<file path="src/rtl/alu_sched.sv">
// ---------------------------------------------------------------------------
// alu_sched
//   Shares one slow, structural 16-bit ALU (AND / NOT b / ADD / per-byte SAT)
//   between two requesters. Ops are accepted over valid/ready with round-robin
//   arbitration. The operands are held stable on alu_a/alu_b/alu_s for ALU_LAT
//   cycles. alu_out is then registered and returned with the issuing
//   requester's ID over a valid/ready response channel.
//
// Parameters
//   WIDTH    datapath width (default 16)
//   ALU_LAT  EXEC cycles before alu_out is sampled, legal 1..15
//
// Ports
//   clk, rst_n                      clock, asynchronous active-low reset
//   reqN_valid/ready/op/a/b         request channel N (N = 0, 1)
//                                   op: 00 AND, 01 NOT b, 10 ADD, 11 SAT
//   alu_a, alu_b, alu_s             registered operands/op select to the ALU
//   alu_out                         ALU result (combinational, slow)
//   rsp_valid/ready/id/data         response channel
//
// Optional feature (macro ALU_SCHED_STATS_EN)
//   Adds stat0_cnt / stat1_cnt, saturating 16-bit counts of accepted ops
//   per requester, cleared by reset.
// ---------------------------------------------------------------------------
module alu_sched #(
  parameter int WIDTH   = 16,
  parameter int ALU_LAT = 2
) (
  input  logic             clk,
  input  logic             rst_n,
  input  logic             req0_valid,
  output logic             req0_ready,
  input  logic [1:0]       req0_op,
  input  logic [WIDTH-1:0] req0_a,
  input  logic [WIDTH-1:0] req0_b,
  input  logic             req1_valid,
  output logic             req1_ready,
  input  logic [1:0]       req1_op,
  input  logic [WIDTH-1:0] req1_a,
  input  logic [WIDTH-1:0] req1_b,
  output logic [WIDTH-1:0] alu_a,
  output logic [WIDTH-1:0] alu_b,
  output logic [1:0]       alu_s,
  input  logic [WIDTH-1:0] alu_out,
  output logic             rsp_valid,
  input  logic             rsp_ready,
  output logic             rsp_id,
  output logic [WIDTH-1:0] rsp_data
`ifdef ALU_SCHED_STATS_EN
  ,
  output logic [15:0]      stat0_cnt,
  output logic [15:0]      stat1_cnt
`endif
);

  typedef enum logic [1:0] {
    IDLE = 2'd0,
    EXEC = 2'd1,
    RESP = 2'd2
  } state_t;

  localparam logic [3:0] CNT_LOAD = 4'(ALU_LAT - 1);

  state_t           state_reg, state_next;
  logic             rr_reg;        // requester favoured on a tie
  logic [3:0]       cnt_reg;       // EXEC cycles remaining after this one
  logic [WIDTH-1:0] alu_a_reg, alu_b_reg, rsp_data_reg;
  logic [1:0]       alu_s_reg;
  logic             rsp_valid_reg, rsp_id_reg;

  logic [1:0]       grant;
  logic [1:0]       ready_vec;
  logic             accept;
  logic             winner;        // index of the requester granted this cycle

  // Round-robin only matters when both requesters are valid.
  assign grant[0] = req0_valid && (!req1_valid || !rr_reg);
  assign grant[1] = req1_valid && (!req0_valid ||  rr_reg);

  // rst_n gates the readys so no handshake is offered while reset is held.
  generate
    for (genvar gi = 0; gi < 2; gi++) begin : g_ready
      assign ready_vec[gi] = rst_n && (state_reg == IDLE) && grant[gi];
    end
  endgenerate

  assign req0_ready = ready_vec[0];
  assign req1_ready = ready_vec[1];
  assign accept     = |ready_vec;
  assign winner     = ready_vec[1];

  // -------------------------------------------------------------------------
  // FSM
  // -------------------------------------------------------------------------
  always_ff @(posedge clk or negedge rst_n) begin
    if (!rst_n) begin
      state_reg <= IDLE;
    end else begin
      state_reg <= state_next;
    end
  end

  always_comb begin
    state_next = state_reg;
    case (state_reg)
      IDLE:    if (accept)          state_next = EXEC;
      EXEC:    if (cnt_reg == 4'd0) state_next = RESP;
      RESP:    if (rsp_ready)       state_next = IDLE;
      default:                      state_next = IDLE;
    endcase
  end

  // -------------------------------------------------------------------------
  // Datapath: operand capture, settle counter, result capture
  // -------------------------------------------------------------------------
  always_ff @(posedge clk or negedge rst_n) begin
    if (!rst_n) begin
      rr_reg        <= 1'b0;
      cnt_reg       <= 4'd0;
      alu_a_reg     <= '0;
      alu_b_reg     <= '0;
      alu_s_reg     <= 2'b00;
      rsp_data_reg  <= '0;
      rsp_id_reg    <= 1'b0;
      rsp_valid_reg <= 1'b0;
    end else begin
      case (state_reg)
        IDLE: begin
          // alu_* only change on a handshake so the ALU inputs never toggle idly.
          if (accept) begin
            alu_a_reg  <= winner ? req1_a  : req0_a;
            alu_b_reg  <= winner ? req1_b  : req0_b;
            alu_s_reg  <= winner ? req1_op : req0_op;
            rsp_id_reg <= winner;
            rr_reg     <= ~winner;
            cnt_reg    <= CNT_LOAD;
          end
        end
        EXEC: begin
          if (cnt_reg == 4'd0) begin
            rsp_data_reg  <= alu_out;
            rsp_valid_reg <= 1'b1;
          end else begin
            cnt_reg <= cnt_reg - 4'd1;
          end
        end
        RESP: begin
          if (rsp_ready) begin
            rsp_valid_reg <= 1'b0;
          end
        end
        default: begin
          rsp_valid_reg <= 1'b0;
        end
      endcase
    end
  end

  assign alu_a     = alu_a_reg;
  assign alu_b     = alu_b_reg;
  assign alu_s     = alu_s_reg;
  assign rsp_valid = rsp_valid_reg;
  assign rsp_id    = rsp_id_reg;
  assign rsp_data  = rsp_data_reg;

`ifdef ALU_SCHED_STATS_EN
  // -------------------------------------------------------------------------
  // Per-requester accepted-op counters, saturating at all-ones
  // -------------------------------------------------------------------------
  logic [15:0] stat_cnt_reg [2];

  generate
    for (genvar gi = 0; gi < 2; gi++) begin : g_stat
      always_ff @(posedge clk or negedge rst_n) begin
        if (!rst_n) begin
          stat_cnt_reg[gi] <= 16'd0;
        end else if (ready_vec[gi] && (stat_cnt_reg[gi] != 16'hFFFF)) begin
          stat_cnt_reg[gi] <= stat_cnt_reg[gi] + 16'd1;
        end
      end
    end
  endgenerate

  assign stat0_cnt = stat_cnt_reg[0];
  assign stat1_cnt = stat_cnt_reg[1];
`endif

endmodule
</file>
<file path="config.mk">
export PLATFORM = sky130hd
export DESIGN_NAME = alu_sched
export DESIGN_NICKNAME = d
export VERILOG_FILES = /design/src/rtl/alu_sched.sv
export SDC_FILE = /design/constraint.sdc
export NUM_CORES = 1
export LEC_CHECK = 0
export CAP_MARGIN = 10
export CORE_MARGIN = 2
export CORE_UTILIZATION = 40
export DETAILED_ROUTE_END_ITERATION = 10
export GPL_TIMING_DRIVEN = 0
export PLACE_DENSITY = 0.8
export SLEW_MARGIN = 40
export SYNTH_ARGS = -nofsm -noshare
export SYNTH_HDL_FRONTEND = slang
export SYNTH_SLANG_ARGS = --single-unit
</file>
<file path="constraint.sdc">
create_clock -name clk -period 2 [get_ports clk]
set_clock_uncertainty 0.1 [all_clocks]
set_input_delay 0.4 -clock clk [delete_from_list [all_inputs] [get_ports clk]]
set_output_delay 0.4 -clock clk [all_outputs]
set_load 0.03 [all_outputs]
</file>
==> results.cfg <==
[outcome]
outcome = finished with violations
violations = negative setup slack

[global_routing]
grt_max_degree = 17
grt_pass1_vias = 2797
antenna_found_initial = 0
grt_pass1_wl_microns = 14100
track_usage = 0.238
grt_overflow = 0

[clocking]
cts_tree = built
clk_pin_slew_ps = 70
cts_buffers = 9
clkSinkCount = 59
cts_root_buf = clkbuf_8
clockBufferDepth = 2
cts_max_level = 3
clk-insertion-delay-late_ps = 330

[yosys]
synth_compound_area_frac = 0.207
synth_mux_area_frac = 0.0681
synth_fa_ha_area_frac = 0.00890
synthCells = 248
synth-xor-area-share = 0
yosysUniqueCellTypes = 37
synth_flop_cell = dfrtp_1
synth_top_family_by_area = compound AO/OA/AOI/OAI gates
yosys.area.top_type = dfrtp_1
yosys_warnings = 0
synthSimpleGateAreaFrac = 0.137
async_flop_share = 1.00
synth-edff-count = 0
syn_nets = 339
synth.area.top_cells = dfrtp_1 (53%), mux2_2 (6.8%), o31ai_1 (4.8%)
synth_top_area_frac = 0.525
synth.yosys.seq_area_share = 0.525
synth_area_per_cell_sq_um = 11.3
syn_area_sq_um = 2810
synth-seq-cells = 59

[floorplanning]
die_h_microns = 87.8
die_area_sq_um = 7710
core_area_sq_um = 6790
ios = 143
die_w_microns = 87.8
start_util = 0.414
fp-row-count = 30

[place]
io_buffers = 142
gp_congestion = 0.799
hpwlAfterDp_microns = 6050

[layout]
layout_commonest_cell = clkdlybuf4s50_1
area.growth.synth_to_final_pct = 74.5
nNetsFinal = 510
final_cell_mix = clkdlybuf4s50_1 (137), dfrtp_1 (58), a21oi_1 (19)
antennaDiodeCount = 0
n_fill_cell = 508
drive_gt1_frac = 0.219

[timing]
slew_violations = 0
layout_min_cycle_time_ps = 2130
fmax_ghz = 0.469
finalCritPeriodShare = 1.07
hold_viol = 0
fin_ws_ps = -133
worstMarginPinSlew_ps = 681
whs_ps = 13.8
setup_viol = 2
slew_headroom = 0.545
rsz0062_at_grt = true

[detailed_routing]
route.detailed.drc = 0
wl_per_cell_microns = 17.7
drt-vias-per-instance = 5.49
first_iter_violations = 139
drtAntennaViolNets = 0
wirelength_microns = 9190
drtPass1Iterations = 5
vias = 2855

[min_path]
min_path_type = primary input to async pin

[worst_setup_path]
cp-end-kind = output pin
r2r_cells = 6
r2r_slack_ps = 70
r2r-end = alu_b[12]
r2r-start = state_reg[1]
critPathRequiredTime_ps = 1500
cp.arrival_ps = 1630
start_kind = flip-flop
cp_max_fo = 2
worstSetupPathType = flip-flop to output pin

[power_and_ir_drop]
power_w = 0.00769
ir_drop_v = 0.000846
powerDensity_nw_per_um2 = 1570
p_int_w = 0.00459
p_sw_w = 0.00310
p_leak_nw = 2.09
power_frac_comb = 0.548
power_frac_clock = 0.173
power_frac_seq = 0.278
switching_share = 0.403

[job]
drv_cap = 0
[cells by family (layout without fill, tap and decap cells)]
kind of cell	after synthesis	after routing
AOI/OAI and AO/OA	80	80
adders and majority gates	2	2
buffers and inverters	29	205
DFF	59	59
muxes	17	17
and+or+nand+nor	61	61
[critical path, stage by stage (launching register included)]
cell	delay (ps)
dfrtp_2	410
or3b_4	410
nor3_4	230
buf_6	130
buf_6	120
[worst max path at each step]
stage,end,start
after floorplan,req1_ready,state_reg[0]
after global placement,req0_ready,rst_n
after detailed placement,req0_ready,req0_valid
after CTS,req1_ready,state_reg[1]
after global routing,req1_ready,state_reg[1]
final,req1_ready,state_reg[1]
[cells in the mapped netlist (4+ instances only)]
cell and instances:
inv_1 6, nor2b_1 5, clkbuf_1 11, nand2_1 5, o31ai_1 18, and3_1 16
mux2_2 17, buf_6 4, a31oi_1 18, buf_2 7, a221o_1 8, a221o_2 8
a21oi_1 19, nor2_1 4, dfrtp_1 59, nand4_1 18
[final cells by class]
class,instances,area [sq um],area share
timing repair buffer,162,1670,0.341
sequential,59,1480,0.301
multi-input combinational,160,1240,0.252
clock buffer,11,141,0.0288
buffer,21,135,0.0275
tap,96,120,0.0245
clock inverter,5,100,0.0204
inverter,6,22.5,0.00459
[stage by stage]
stage | utilization | area (sq um) | setup TNS [ps] | worst slack, ps | cells
final | 0.722 | 4910 | -205 | -133 | 520
after global routing | 0.722 | 4910 | -369 | -185 | 520
after CTS | 0.710 | 4820 | -441 | -233 | 515
after detailed placement | 0.643 | 4370 | -27180 | -1460 | 487
after global placement | 0.641 | 4350 | -198900 | -3280 | 486
after floorplan | - | 2810 | 0 | 91.8 | 248
[repair_timing]
action                                  in CTS  in global routing
endpoints found under the setup margin      48                 21
pin swaps                                    1                  6
cloned                                       2                  0
hold buffers                                 3                  0
endpoints found under the hold margin       44                  0
buffers inserted                             7                  7
gates resized for setup                     30                 18
[per-layer routing]
metal	GRT usage	wire, microns
met5	0	0
met1	0.305	3750
met4	0.0797	155
met2	0.397	4550
met3	0.0556	727
[power groups by stage]
stage               Sequential, W  Combinational [W]  Clock (W)
detailed placement        0.00215            0.00396          0
CTS                       0.00213            0.00411    0.00136
finish                    0.00214            0.00422    0.00133
floorplan                 0.00314            0.00132          0
global route              0.00220            0.00446    0.00141
global placement          0.00212            0.00388          0
Power figures use the tool's default switching activity.
